**src/rtl/ex_mem_skid_stage.sv**
```systemverilog
// EX->MEM stage register with a two-entry skid buffer, registered ready,
// synchronous flush and a saturating stall counter.
module ex_mem_skid_stage #(
  parameter int XLEN   = 64,
  parameter int RD_W   = 5,
  parameter int CTRL_W = 6,
  parameter int CNT_W  = 16
) (
  input  logic              clk,
  input  logic              reset,
  input  logic              in_valid,
  output logic              in_ready,
  input  logic [XLEN-1:0]   in_adder,
  input  logic [XLEN-1:0]   in_alu,
  input  logic              in_zero,
  input  logic [XLEN-1:0]   in_wdata,
  input  logic [RD_W-1:0]   in_rd,
  input  logic [CTRL_W-1:0] in_ctrl,
  input  logic              flush,
  output logic              out_valid,
  input  logic              out_ready,
  output logic [XLEN-1:0]   out_adder,
  output logic [XLEN-1:0]   out_alu,
  output logic              out_zero,
  output logic [XLEN-1:0]   out_wdata,
  output logic [RD_W-1:0]   out_rd,
  output logic [CTRL_W-1:0] out_ctrl,
  output logic [CNT_W-1:0]  stall_cnt
);

  typedef struct packed {
    logic [XLEN-1:0]   adder;
    logic [XLEN-1:0]   alu;
    logic              zero;
    logic [XLEN-1:0]   wdata;
    logic [RD_W-1:0]   rd;
    logic [CTRL_W-1:0] ctrl;
  } ent_t;

  typedef enum logic [1:0] {
    EMPTY = 2'd0,
    BUSY  = 2'd1,
    FULL  = 2'd2
  } state_t;

  state_t state;
  ent_t   main_q;
  ent_t   skid_q;
  ent_t   in_e;
  logic   in_fire;
  logic   out_fire;

  assign in_e = '{
    adder: in_adder,
    alu:   in_alu,
    zero:  in_zero,
    wdata: in_wdata,
    rd:    in_rd,
    ctrl:  in_ctrl
  };

  assign in_fire  = in_valid & in_ready;
  assign out_fire = out_valid & out_ready;

  assign out_adder = main_q.adder;
  assign out_alu   = main_q.alu;
  assign out_zero  = main_q.zero;
  assign out_wdata = main_q.wdata;
  assign out_rd    = main_q.rd;
  // A bubble must never write a register, memory or take a branch.
  assign out_ctrl  = out_valid ? main_q.ctrl : '0;

  always_ff @(posedge clk or posedge reset) begin
    if (reset) begin
      state     <= EMPTY;
      main_q    <= '0;
      skid_q    <= '0;
      out_valid <= 1'b0;
      in_ready  <= 1'b1;
      stall_cnt <= '0;
    end else begin
      if (out_valid && !out_ready &&
          stall_cnt != {CNT_W{1'b1}})
        stall_cnt <= stall_cnt + 1'b1;

      if (flush) begin
        state       <= EMPTY;
        out_valid   <= 1'b0;
        in_ready    <= 1'b1;
        main_q.ctrl <= '0;
        skid_q.ctrl <= '0;
      end else begin
        unique case (state)
          EMPTY: begin
            if (in_fire) begin
              main_q    <= in_e;
              state     <= BUSY;
              out_valid <= 1'b1;
            end
          end
          BUSY: begin
            if (in_fire && out_fire) begin
              main_q <= in_e;
            end else if (in_fire) begin
              skid_q   <= in_e;
              state    <= FULL;
              in_ready <= 1'b0;
            end else if (out_fire) begin
              state     <= EMPTY;
              out_valid <= 1'b0;
            end
          end
          FULL: begin
            // in_ready is low here, so only the drain path applies.
            if (out_fire) begin
              main_q   <= skid_q;
              state    <= BUSY;
              in_ready <= 1'b1;
            end
          end
          default: begin
            state     <= EMPTY;
            out_valid <= 1'b0;
            in_ready  <= 1'b1;
          end
        endcase
      end
    end
  end

endmodule

```
**config.mk**
```make
export PLATFORM = sky130hd
export DESIGN_NAME = ex_mem_skid_stage
export DESIGN_NICKNAME = d
export VERILOG_FILES = /design/src/rtl/ex_mem_skid_stage.sv
export SDC_FILE = /design/constraint.sdc
export NUM_CORES = 1
export LEC_CHECK = 0
export CAP_MARGIN = 20
export CELL_PAD_IN_SITES_DETAIL_PLACEMENT = 1
export CELL_PAD_IN_SITES_GLOBAL_PLACEMENT = 1
export CORE_AREA = 5 5 219 221
export CTS_CLUSTER_SIZE = 10
export DETAILED_ROUTE_END_ITERATION = 8
export DIE_AREA = 0 0 224 226
export GPL_ROUTABILITY_DRIVEN = 0
export GPL_TIMING_DRIVEN = 0
export PLACE_DENSITY_LB_ADDON = 0.1
export REMOVE_ABC_BUFFERS = 1
export SLEW_MARGIN = 30
export SYNTH_ARGS = -nofsm -noshare
export SYNTH_HDL_FRONTEND = slang
export SYNTH_SLANG_ARGS = --single-unit
```
**constraint.sdc**
```tcl
create_clock -name clk -period 53.9 [get_ports clk]
set_clock_uncertainty 0.2 [all_clocks]
set_input_delay 16.17 -clock clk [delete_from_list [all_inputs] [get_ports clk]]
set_output_delay 16.17 -clock clk [all_outputs]
set_load 0.01 [all_outputs]
```
==> summary.txt <==
Placement
  – Dpl hpwl: between 40000 and 50000 um
  – PortBufs: 430

Finish
  – Share of layout cells above drive strength 1: 0.177
  – Nets: approximately 2100
  – Synth-to-layout area growth: 28.9%

Logic synthesis
  – Cell taking the most area after synthesis: dfrtp_1
  – Fraction of registers with async set/reset: 1.00
  – Synthesized instance count: 1646
  – Top_reg_cell synth: dfrtp_1
  – Synth top cells by count: dfrtp_1, o21ai_0, buf_4
  – Ys Warns: 0
  – Top cell type's share of synthesized area: 0.539
  – Top cells by area, synth: dfrtp_1, mux2_2, mux2i_1, buf_4, o21ai_0
  – Post-synth EDFFs: 0
  – Most common cell in the netlist: dfrtp_1
  – Register bit count reported by yosys: 428
  – Avg Cell Area, Syn: 12.0 sq um
  – Distinct cells, synth: 42
  – Register area share after synthesis: 0.541
  – Synthesized area: around 0.020 sq mm

Clock network
  – Post-CTS setup buffers: 0
  – Clock buffer depth: 3
  – # resized after CTS: 0
  – Cts hold-fix bufs: 0
  – Clock buffer count from CTS: 50
  – Root Buffer Master: clkbuf_16
  – Clk slew on worst S/H paths: around 50 ps
  – H-tree Lvls: 2
  – Skew-Pair Late Insertion Delay: around 580 ps
  – Clock Sinks: between 400 and 500
  – TritonCTS clock tree: yes

Worst hold path
  – Hold path endpoint: out_alu[54]$_DFFE_PP0P_
  – Hold path start: out_alu[54]$_DFFE_PP0P_
  – Hold Crit Class: reg -> reg
  – Hold Crit Depth: 2

Flow run
  – Max-Cap Viols: 0

Floorplan
  – Die Ht: between 200 and 250 um
  – Standard-cell rows: 79
  – Die width: about 220 um
  – # IOs: between 400 and 500
  – Initial Util: 0.431
  – Core ar.: 0.0460 sq mm
  – Die area: 0.0506 sq mm

Drt
  – Iteration-0 DRC Markers: about 700
  – Via count: ~13000
  – Final wirelength: ~57000 um
  – Final ANT Viol Nets: 0
  – WL/cell: roughly 23 um
  – Post-route DRC: 0
  – DR vias/cell: around 5.4
  – First-pass detailed-route iteration total: 4

Setup path
  – Worst r2r path cells: 9
  – Reg-to-Reg End: out_adder[21]$_DFFE_PP0P_
  – FF-to-FF setup slack: 50540 ps
  – Setup crit start kind: primary input
  – CP endpoint kind: register
  – Critical path arrival: between 15000 and 20000 ps
  – WP data required: 54130 ps
  – Crit Path Max Fanout: 39
  – Worst setup path category: in -> reg
  – Worst R2R Start: state[0]$_DFFE_PP0P_

Timing
  – Hold Vio Cnt, Final: 0
  – Max-slew violations: 0
  – Slew HR: 0.520
  – Finish-stage setup viols: 0
  – Period utilisation layout: 0.351
  – Final TNS setup: 0 ps
  – Minimum clock period: about 19000 ps
  – Unrepaired setup endpoints after global routing: false
  – Worst-margin pin slew: 714 ps
  – Fmax: 52.9 MHz

Global route
  – Largest net degree at the start of global routing: 94
  – GRT overflow: 0
  – GRT Overall Usage: 0.220
  – Initial antenna violation count: 17
  – First-pass GRT wire length: a little under 90000 um
  – Vias in the first global route: 14700

Power and ir drop
  – Total power: ~1.3 mW
  – Clock share of power: 0.246
  – Int Pwr: slightly below 900 uW
  – Max VDD drop: 0.0000290 V
  – Leakage power: approximately 10 nW
  – Sequential power share: 0.425
  – Switch Pwr: around 380 uW
  – PD cells: about 49 mW/mm^2
  – Sw Ratio: 0.303
  – Combinational fraction of design power: 0.329

Outcome
  – Status: finished clean
[routing by layer]
metal | up-vias | track usage | wire (um)
met5 | - | 0 | 60
met4 | 8 | 0.0747 | 1630
met3 | 90 | 0.0706 | 4130
met2 | 308 | 0.373 | 28900
met1 | 6967 | 0.267 | 22400
li1 | 6085 | - | -
[stage by stage]
step | hold slack, ps | area [sq um] | setup WS [ps] | instances | utilization
floorplan | 261 | 17700 | 25610 | 1334 | -
global placement | 278 | 22800 | 11280 | 2371 | 0.495
detailed placement | 279 | 24100 | 34370 | 2431 | 0.524
CTS | 300 | 25500 | 34990 | 2499 | 0.555
global route | 310 | 25500 | 34820 | 2508 | 0.555
finish | 301 | 25500 | 35000 | 2512 | 0.556
[power by group through the flow]
stage / sequential [mW] / clock [mW] / combinational [mW]
6_report: 0.532 / 0.309 / 0.412
5_1_grt: 0.550 / 0.331 / 0.445
4_1_cts: 0.533 / 0.318 / 0.420
3_5_place_dp: 0.537 / 0 / 0.417
3_3_place_gp: 0.530 / 0 / 0.422
2_1_floorplan: 0.552 / 0 / 0.170
[cells by family after synthesis]
kind of cell / after synthesis / synth area share
XOR/XNOR: 15 / 0.00663
AND/OR/NAND/NOR: 68 / 0.0195
multiplexers: 409 / 0.220
adder cells (fa/ha/maj): 1 / 0.000632
buffers and inverters: 314 / 0.107
AO/OA/AOI/OAI: 411 / 0.106
flip-flops: 428 / 0.541
[layout make-up]
type,count,area [sq um]
tap,607,759
clock inverter,1,5.00
timing repair buffer,490,5580
fill,4629,20400
sequential,428,10700
inverter,2,15.0
antenna,13,32.5
multi-input combinational,904,7000
clock buffer,67,1430
[critical path: stages]
cell	delay [ps]
clkdlybuf4s50_1	500
and4b_1	300
a211oi_4	530
buf_6	230
buf_6	160
buf_6	170
or2_4	370
buf_12	270
buf_12	230
o21ai_0	150
[worst max path at each step]
stage | from | depth (start not counted) | to | slack (ps)
6_report | out_ready | 10 | out_adder[21]$_DFFE_PP0P_ | 35000
5_1_grt | out_ready | 10 | out_adder[40]$_DFFE_PP0P_ | 34820
4_1_cts | out_ready | 10 | out_adder[21]$_DFFE_PP0P_ | 34990
3_5_place_dp | out_ready | 10 | out_alu[45]$_DFFE_PP0P_ | 34370
3_3_place_gp | flush | 3 | skid_q[77]$_DFFE_PP0P_ | 11280
2_1_floorplan | reset | 1 | main_q[0]$_DFFE_PP0P_ | 25610
[state kept, by name, summed over array words and instances (netlist names)]
register / flops
out_rd: 5
out_alu: 64
skid_q: 204
out_adder: 64
out_wdata: 64
main_q: 6
in_ready: 1
stall_cnt: 16
out_zero: 1
state: 2
out_valid: 1
[layout by cell type, fill, tap and decap left out, types with 4 or more instances in the layout]
cell / n
mux2i_1: 204
nor2_1: 8
a22o_1: 6
clkbuf_8: 5
dfrtp_1: 427
nand2_1: 10
o21ai_0: 277
buf_8: 8
nand3_1: 7
clkbuf_1: 9
nor3_1: 9
mux2_2: 205
clkbuf_16: 53
o21ai_1: 120
nand4_1: 6
nor4_1: 5
clkdlybuf4s50_1: 429
a21oi_1: 4
diode_2: 13
and2_1: 8
xor2_1: 15
buf_16: 32
buf_6: 14
buf_12: 6
No activity file was read; power rests on OpenSTA's default activity.
